[src/rtl/alu_if.sv]
// ALU request/response bus.
//   master (requester): drives alu_a, alu_b, alu_op, alu_en; receives alu_res, alu_ack
//   slave  (ALU)      : the opposite directions
interface alu_if #(
   parameter int WIDTH = 32
);
   logic [WIDTH-1:0] alu_a;
   logic [WIDTH-1:0] alu_b;
   logic [2:0]       alu_op;
   logic             alu_en;
   logic [WIDTH-1:0] alu_res;
   logic             alu_ack;

   modport master (output alu_a, alu_b, alu_op, alu_en, input alu_res, alu_ack);
   modport slave  (input alu_a, alu_b, alu_op, alu_en, output alu_res, alu_ack);
endinterface

[src/rtl/alu_op_sequencer.sv]
// alu_op_sequencer: on an accepted start, latches two operands and an op mask,
// then issues every enabled op code (ascending) to the ALU one at a time,
// capturing each result into an 8-entry buffer. Ops with no ack within
// TIMEOUT request cycles are abandoned and flagged in err_mask.
// Ports:
//   clk, rst          clock, synchronous active-high reset
//   start             begin a sequence (ignored unless idle)
//   a_in, b_in        operands, op_mask selects ops; sampled on accepted start
//   alu               ALU bus (master side)
//   busy, done        not-idle flag, one-cycle end-of-sequence pulse
//   err_mask          ops that timed out in the last sequence
//   rd_idx            buffer read index; rd_data / rd_valid combinational read
module alu_op_sequencer #(
   parameter int WIDTH   = 32,
   parameter int TIMEOUT = 16
) (
   input  logic             clk,
   input  logic             rst,
   input  logic             start,
   input  logic [WIDTH-1:0] a_in,
   input  logic [WIDTH-1:0] b_in,
   input  logic [7:0]       op_mask,
   alu_if.master            alu,
   output logic             busy,
   output logic             done,
   output logic [7:0]       err_mask,
   input  logic [2:0]       rd_idx,
   output logic [WIDTH-1:0] rd_data,
   output logic             rd_valid
);

   localparam logic [1:0] IDLE = 2'd0;
   localparam logic [1:0] REQ  = 2'd1;
   localparam logic [1:0] GAP  = 2'd2;
   localparam logic [1:0] DONE = 2'd3;

   localparam int CW = $clog2(TIMEOUT + 1);
   // counter value seen in the last permitted REQ cycle
   localparam logic [CW-1:0] CNT_LAST = CW'(TIMEOUT - 1);

   logic [1:0]            state_q, state_d;
   logic [WIDTH-1:0]      alu_a_q, alu_a_d;
   logic [WIDTH-1:0]      alu_b_q, alu_b_d;
   logic [2:0]            alu_op_q, alu_op_d;
   logic [7:0]            mask_q, mask_d;
   logic [7:0]            err_q, err_d;
   logic [CW-1:0]         cnt_q, cnt_d;
   logic [7:0][WIDTH-1:0] rbuf_q, rbuf_d;
   logic [7:0]            vld_q, vld_d;

   logic [3:0] first_op;   // {found, index} of lowest bit in op_mask
   logic [3:0] next_op;    // {found, index} of lowest mask bit above alu_op
   logic       cnt_last;

   // Priority encoder: returns {found, index of lowest set bit}.
   function automatic logic [3:0] lowest(input logic [7:0] m);
      lowest = 4'b0;
      for (int i = 7; i >= 0; i--)
         if (m[i]) lowest = {1'b1, 3'(i)};
   endfunction

   always_comb begin
      first_op = lowest(op_mask);
      next_op  = lowest(mask_q & (8'hFE << alu_op_q));
      cnt_last = (cnt_q == CNT_LAST);

      state_d  = state_q;
      alu_a_d  = alu_a_q;
      alu_b_d  = alu_b_q;
      alu_op_d = alu_op_q;
      mask_d   = mask_q;
      err_d    = err_q;
      cnt_d    = cnt_q;
      rbuf_d   = rbuf_q;
      vld_d    = vld_q;

      case (state_q)
         IDLE: begin
            if (start) begin
               alu_a_d = a_in;
               alu_b_d = b_in;
               mask_d  = op_mask;
               err_d   = '0;
               vld_d   = '0;
               rbuf_d  = '0;
               cnt_d   = '0;
               if (first_op[3]) begin
                  state_d  = REQ;
                  alu_op_d = first_op[2:0];
               end else begin
                  state_d  = DONE;
                  alu_op_d = '0;
               end
            end
         end
         REQ: begin
            cnt_d = cnt_q + CW'(1);
            // ack takes priority over a timeout landing in the same cycle
            if (alu.alu_ack || cnt_last) begin
               if (alu.alu_ack) begin
                  rbuf_d[alu_op_q] = alu.alu_res;
                  vld_d[alu_op_q]  = 1'b1;
               end else begin
                  rbuf_d[alu_op_q] = '0;
                  err_d[alu_op_q]  = 1'b1;
               end
               state_d = next_op[3] ? GAP : DONE;
            end
         end
         GAP: begin
            alu_op_d = next_op[2:0];
            cnt_d    = '0;
            state_d  = REQ;
         end
         DONE:    state_d = IDLE;
         default: state_d = IDLE;
      endcase
   end

   always_ff @(posedge clk) begin
      if (rst) begin
         state_q  <= IDLE;
         alu_a_q  <= '0;
         alu_b_q  <= '0;
         alu_op_q <= '0;
         mask_q   <= '0;
         err_q    <= '0;
         cnt_q    <= '0;
         rbuf_q   <= '0;
         vld_q    <= '0;
      end else begin
         state_q  <= state_d;
         alu_a_q  <= alu_a_d;
         alu_b_q  <= alu_b_d;
         alu_op_q <= alu_op_d;
         mask_q   <= mask_d;
         err_q    <= err_d;
         cnt_q    <= cnt_d;
         rbuf_q   <= rbuf_d;
         vld_q    <= vld_d;
      end
   end

   assign alu.alu_a  = alu_a_q;
   assign alu.alu_b  = alu_b_q;
   assign alu.alu_op = alu_op_q;
   assign alu.alu_en = (state_q == REQ);

   assign busy     = (state_q != IDLE);
   assign done     = (state_q == DONE);
   assign err_mask = err_q;
   assign rd_data  = rbuf_q[rd_idx];
   assign rd_valid = vld_q[rd_idx];

endmodule

[src/flat_wrapper.sv]
// flat-port wrapper written by rule: the top's interface ports become plain ports
module alu_op_sequencer_flat 
#(
   parameter int WIDTH   = 32,
   parameter int TIMEOUT = 16
)
  (clk, rst, start, a_in, b_in, op_mask, busy, done, err_mask, rd_idx, rd_data, rd_valid, alu_alu_a, alu_alu_b, alu_alu_op, alu_alu_en, alu_alu_res, alu_alu_ack);
  alu_if #(.WIDTH(WIDTH)) alu_i ();
  input  logic clk;
  input  logic rst;
  input  logic start;
  input  logic [WIDTH-1:0] a_in;
  input  logic [WIDTH-1:0] b_in;
  input  logic [7:0] op_mask;
  output logic busy;
  output logic done;
  output logic [7:0] err_mask;
  input  logic [2:0] rd_idx;
  output logic [WIDTH-1:0] rd_data;
  output logic rd_valid;
  output wire logic [$bits(alu_i.alu_a)-1:0] alu_alu_a;
  output wire logic [$bits(alu_i.alu_b)-1:0] alu_alu_b;
  output wire logic [$bits(alu_i.alu_op)-1:0] alu_alu_op;
  output wire logic [$bits(alu_i.alu_en)-1:0] alu_alu_en;
  input wire logic [$bits(alu_i.alu_res)-1:0] alu_alu_res;
  input wire logic [$bits(alu_i.alu_ack)-1:0] alu_alu_ack;
  assign alu_alu_a = alu_i.alu_a;
  assign alu_alu_b = alu_i.alu_b;
  assign alu_alu_op = alu_i.alu_op;
  assign alu_alu_en = alu_i.alu_en;
  assign alu_i.alu_res = alu_alu_res;
  assign alu_i.alu_ack = alu_alu_ack;
  alu_op_sequencer #(.WIDTH(WIDTH), .TIMEOUT(TIMEOUT)) u_core (.clk(clk), .rst(rst), .start(start), .a_in(a_in), .b_in(b_in), .op_mask(op_mask), .alu(alu_i), .busy(busy), .done(done), .err_mask(err_mask), .rd_idx(rd_idx), .rd_data(rd_data), .rd_valid(rd_valid));
endmodule
[config.mk]
export PLATFORM = sky130hd
export DESIGN_NAME = alu_op_sequencer_flat
export DESIGN_NICKNAME = d
export VERILOG_FILES = /design/src/rtl/alu_if.sv /design/src/rtl/alu_op_sequencer.sv /design/src/flat_wrapper.sv
export SDC_FILE = /design/constraint.sdc
export NUM_CORES = 1
export LEC_CHECK = 0
export BUFFER_PORTS_ARGS = -buffer_cell sky130_fd_sc_hd__buf_2
export CAP_MARGIN = 20
export CORE_UTILIZATION = 44
export CTS_BUF_LIST = sky130_fd_sc_hd__clkbuf_8
export DETAILED_ROUTE_END_ITERATION = 8
export PLACE_DENSITY_LB_ADDON = 0.15
export SYNTH_ARGS = -nofsm -noshare
export SYNTH_HDL_FRONTEND = slang
export SYNTH_SLANG_ARGS = --single-unit
export TNS_END_PERCENT = 100
[constraint.sdc]
create_clock -name clk -period 3.4 [get_ports clk]
set_input_delay 0 -clock clk [delete_from_list [all_inputs] [get_ports clk]]
set_output_delay 0 -clock clk [all_outputs]
set_load 0.01 [all_outputs]
# Word level (Yosys, flattened, before mapping)
# Cells that the tools add are included.
# totals
in_bits	111
output_inout_bits	111
word_cells	94
reg_bits	354
# classes
muxes	46
bitwise_logic	5
reduce_logical	14
n_eq_ne	8
n_shift	1
magnitude_cmp	3
n_addsub	1
# op_table
op	count
2-to-1 mux 256 bit	3
one-hot mux 256 bit (2 select lines)	1
AND 256 bit	1
bitwise mux 256 bit	1
NOT 256 bit	1
binary-select mux 32 bit (select 3 bit)	1
demux 32 bit (select 3 bit)	1
2-to-1 mux 32 bit	2
2-to-1 mux 4 bit	16
2-to-1 mux 8 bit	5
one-hot mux 8 bit (2 select lines)	2
OR 8 bit	2
one-hot mux 5 bit (3 select lines)	1
AND 8 bit	1
less-than comparator 3 x 4 -> 1 bit, second input constant	2
one-hot mux 2 bit (4 select lines)	1
AND reduction 2 bit	4
AND reduction 4 bit	2
left shift 8 x 3 -> 8 bit, first input constant	1
2-to-1 mux 2 bit	3
2-to-1 mux 3 bit	2
one-hot mux 3 bit (2 select lines)	1
nonzero test 2 bit	3
adder 5 x 1 -> 5 bit, second input constant	1
other kinds (15)	20

# Logic depth before layout (Yosys ltp)
# depth
word_depth	13
mapped_depth	9
depth_no_buf	7

# Least setup slack after synthesis
# No wires, ideal clock.
# synth_path
path_kind	register to register
startpoint	register u_core.cnt_q[0]
endpoint	register u_core.rbuf_q[149] (netlist bit)
path_stages_with_launch	10
path_slack_ns	1.319
period_less_slack_ns	2.081
required_time_ns	3.272
arrival_ns	1.953
setup_time_ns	0.128
n_path_buf	2
cell_sequence	dfxtp_1 > ha_1 > and3_1 > ha_1 > o21a_1 > buf_2 > o211a_1 > buf_2 > a32oi_1 > nor2_1
# synth_via
elab_chain_len	4
# synth_rtl
item	line	rtl
start, declared	alu_op_sequencer.sv:47	logic [CW-1:0] cnt_q, cnt_d;
start signal, assigned	alu_op_sequencer.sv:138	cnt_q <= cnt_d;
equality test 5 x 4 -> 1 bit	alu_op_sequencer.sv:65	cnt_last = (cnt_q == CNT_LAST);
logical OR 1 bit	alu_op_sequencer.sv:99	if (alu.alu_ack || cnt_last) begin
!= test 2 x 1 -> 1 bit (no source line)	-	
AND reduction 3 bit (no source line)	-	
end signal, assigned	alu_op_sequencer.sv:139	rbuf_q <= rbuf_d;
end, declared	alu_op_sequencer.sv:48	logic [7:0][WIDTH-1:0] rbuf_q, rbuf_d;
# No other way between the ends.
# A chain may end at the register's enable or synchronous reset.

# Final worst setup path
# layout_path
startpoint	register u_core.cnt_q[0]
endpoint	register u_core.rbuf_q[232] (netlist bit)
# Same word-level chain as after synthesis.

==> results_dict.tcl <==
set metrics [dict create \
    path_max_fanout 18 \
    antenna_found_initial 1 \
    synth-edff-count 0 \
    reg2reg_from "u_core.cnt_q[0]" \
    vias 13770 \
    finClkSkew_ns 0.03526 \
    total_power_w 0.009601 \
    core_mm2 0.03353 \
    area_growth_pct 28.06 \
    drive_above_1_share_pct 25.34 \
    cp-start-kind "register" \
    post_cts_buffers 0 \
    rsz0062_at_grt "false" \
    synthArstFlopShare_pct 0 \
    endpoint "u_core.rbuf_q[232]" \
    synth_top_area_share_pct 47.20 \
    fin_nets 1994 \
    start_util_pct 44.65 \
    grt-ovfl-total 0 \
    synth.avg_cell_area_um2 9.519 \
    synth-simple-area-share_pct 14.67 \
    fin_crit_sh_pct 90.44 \
    fill_cells 2924 \
    cts_root_buffer "clkbuf_8" \
    synth-adder-area-share_pct 0.1671 \
    synthCells 1573 \
    clkSinkCount 353 \
    cp_data_arrival_time_ns 3.64 \
    die_area_mm2 0.03477 \
    ant_nets 0 \
    timing.rr.end "u_core.rbuf_q[232]" \
    synth_cell_type_count 60 \
    holdCritPathClass "input pin to register" \
    path_class "register to register" \
    power-per-cell-area_mw_per_mm2 500.7 \
    setup_tns_ns 0 \
    drt-total-wl_mm 49.88 \
    drc 0 \
    grt_pass1_vias 13800 \
    dr.pass1.iters 7 \
    synth_top_family_by_area "compound AO/OA/AOI/OAI gates" \
    fp.dieH_um 186.5 \
    worstPathRequired_ns 3.97 \
    clk_pin_slew_ns 0.06 \
    cts_tree "done" \
    grt_max_degree 137 \
    grt_first_pass_wirelength_mm 78.07 \
    synth_common_cells "353 x dfxtp_1, 277 x nor2_1, 175 x nand2_1, 127 x a32oi_1, 112 x a21oi_1" \
    fmax_mhz 325.2 \
    grt.total_usage_pct 28.13 \
    ir_worst_vdd_uv 307.3 \
    final-hold-violation-count 0 \
    end_kind "register" \
    maxCapViolCount 0 \
    synth_top_cell_by_area "dfxtp_1" \
    setup_viol 0 \
    synth_compound_area_share_pct 19.82 \
    rrSetupSlack_ns 0.33 \
    rows 67 \
    die_x_um 186.5 \
    min_from "a_in[21]" \
    r2r_cells 9 \
    vias_per_cell 5.800 \
    relSlewSlack_pct 25.82 \
    portBuffers 221 \
    yosys_register_bits 353 \
    pin_count 222 \
    place.gp.congestion 0.7921 \
    worst_pin_slew_ns 1.113 \
    ys_top_cells_by_area "dfxtp_1 47%, mux4_2 9.9%, a32oi_1 7.4%" \
    cts_buffers 60 \
    yosys_warnings 0 \
    synth_xor_area_share_pct 0.05849 \
    h-tree-depth 2 \
    yosysMostFrequentCell "dfxtp_1" \
    status "finished clean" \
    clock_latency_ns 0.63 \
    final.min_clock_period_ns 3.075 \
    syn-num-nets 1686 \
    ys.flop_type "dfxtp_1" \
    wire_per_inst_um 21.01 \
    worstSetupStartpoint "u_core.cnt_q[0]" \
    dp.final_hpwl_mm 28.23 \
    drtIter0Drc 1248 \
    ys_seq_area_share_pct 47.20 \
    n_antenna_cell 0 \
    cts_max_path_buffers 3 \
    synthMuxAreaShare_pct 12.54 \
    maxSlewViolCount 0 \
    leakagePower_nw 7.585 \
    synthesis.area_mm2 0.01497 \
]
-- cells in the final DEF, fill, tap and decap left out, types with 3 or more instances in the layout --
cell,instances
a211oi_4,4
o21ai_0,18
inv_1,28
nand2_1,174
nand4_1,7
o211a_1,3
buf_4,46
a31oi_1,10
nor3_1,12
a32oi_1,127
and3b_1,3
clkbuf_8,81
nor2_1,275
nand2b_1,16
mux2_2,33
a21oi_1,112
a22oi_1,103
and3_1,4
buf_12,8
buf_2,219
clkinv_2,5
o221ai_4,7
dlygate4sd3_1,146
and2_1,8
nand3b_1,4
mux4_2,66
dfxtp_1,353
nor2b_1,4
-- metal layers --
metal | vias up | routed length, um | part of all wire, % | track usage [%]
li1 | 6337 | - | - | -
met1 | 6757 | 21240 | 43 | 37.44
met2 | 578 | 23620 | 47 | 46.17
met3 | 95 | 3618 | 7.3 | 4.834
met4 | 2 | 1384 | 2.8 | 9.710
met5 | - | 14 | 0.028 | 0
-- report_power, final --
group,switching (W),internal [W]
registers,0.0000685,0.00423
clock network,0.00172,0.00210
logic,0.000952,0.000521
total,0.00274,0.00686
-- area by class of cell --
| type | instances | area, um^2 | area share [%] |
|---|---|---|---|
| Timing Repair Buffer | 420 | 3078 | 16.05 |
| Inverter | 10 | 37.54 | 0.1958 |
| Sequential cell | 353 | 7067 | 36.85 |
| Multi-Input combinational cell | 1036 | 7208 | 37.59 |
| Tap cell | 448 | 560.5 | 2.923 |
| Clock buffer | 81 | 1115 | 5.814 |
| Clock inverter | 26 | 108.9 | 0.5677 |
-- flip-flops by register name (all words and copies together), names as in the netlist --
name	count
u_core.state_q	2
u_core.vld_q	8
u_core.alu.alu_a	32
u_core.mask_q	7
u_core.alu.alu_b	32
u_core.err_mask	8
u_core.rbuf_q	256
u_core.cnt_q	5
u_core.alu.alu_op	3
-- critical path, stage by stage (launching register included) --
cell and delay [ns]:
dfxtp_1 0.34, ha_1 0.22, and3_1 0.19, ha_1 0.22, o21a_2 0.39, o221ai_4 0.64, buf_12 0.25, a22oi_1 0.10
nor2_1 0.12, dlygate4sd3_1 0.56
-- kinds of logic after synthesis --
logic type,Yosys count
simple gates,526
compound gates,406
flops,353
buf+inv,184
mux,101
fa+ha+maj,2
xor+xnor,1
-- per-stage QoR --
step / setup slack [ns] / cells / hold WS [ns] / utilization, % / cell area, um^2
after floorplan: 1.319 / 1573 / 0.1360 / - / 14970
after global placement: 0.6154 / 2121 / 0.2398 / 49.17 / 16490
after detailed placement: 0.5397 / 2121 / 0.2457 / 49.17 / 16490
after CTS: 0.04040 / 2374 / 0.1355 / 57.18 / 19170
after global routing: 0.1533 / 2374 / 0.1659 / 57.18 / 19170
final: 0.3251 / 2374 / 0.1833 / 57.18 / 19170
-- repair_timing --
item	4_1_cts	5_1_grt
endpoints found under the setup margin	0	2
hold buffers	146	0
hold endpoints to repair	324	0
gates resized for setup	0	1
-- how the worst min path moves through the flow --
stage / end / slack (ns) / cells after the start
global route: u_core.alu.alu_a[21] / 0.17 / 4
finish: u_core.alu.alu_a[21] / 0.18 / 4
floorplan: u_core.mask_q[3] / 0.14 / 2
global placement: u_core.alu.alu_b[22] / 0.24 / 3
CTS: u_core.alu.alu_a[30] / 0.14 / 4
detailed placement: u_core.alu.alu_b[23] / 0.25 / 3
(Power assumes the default switching activity.)
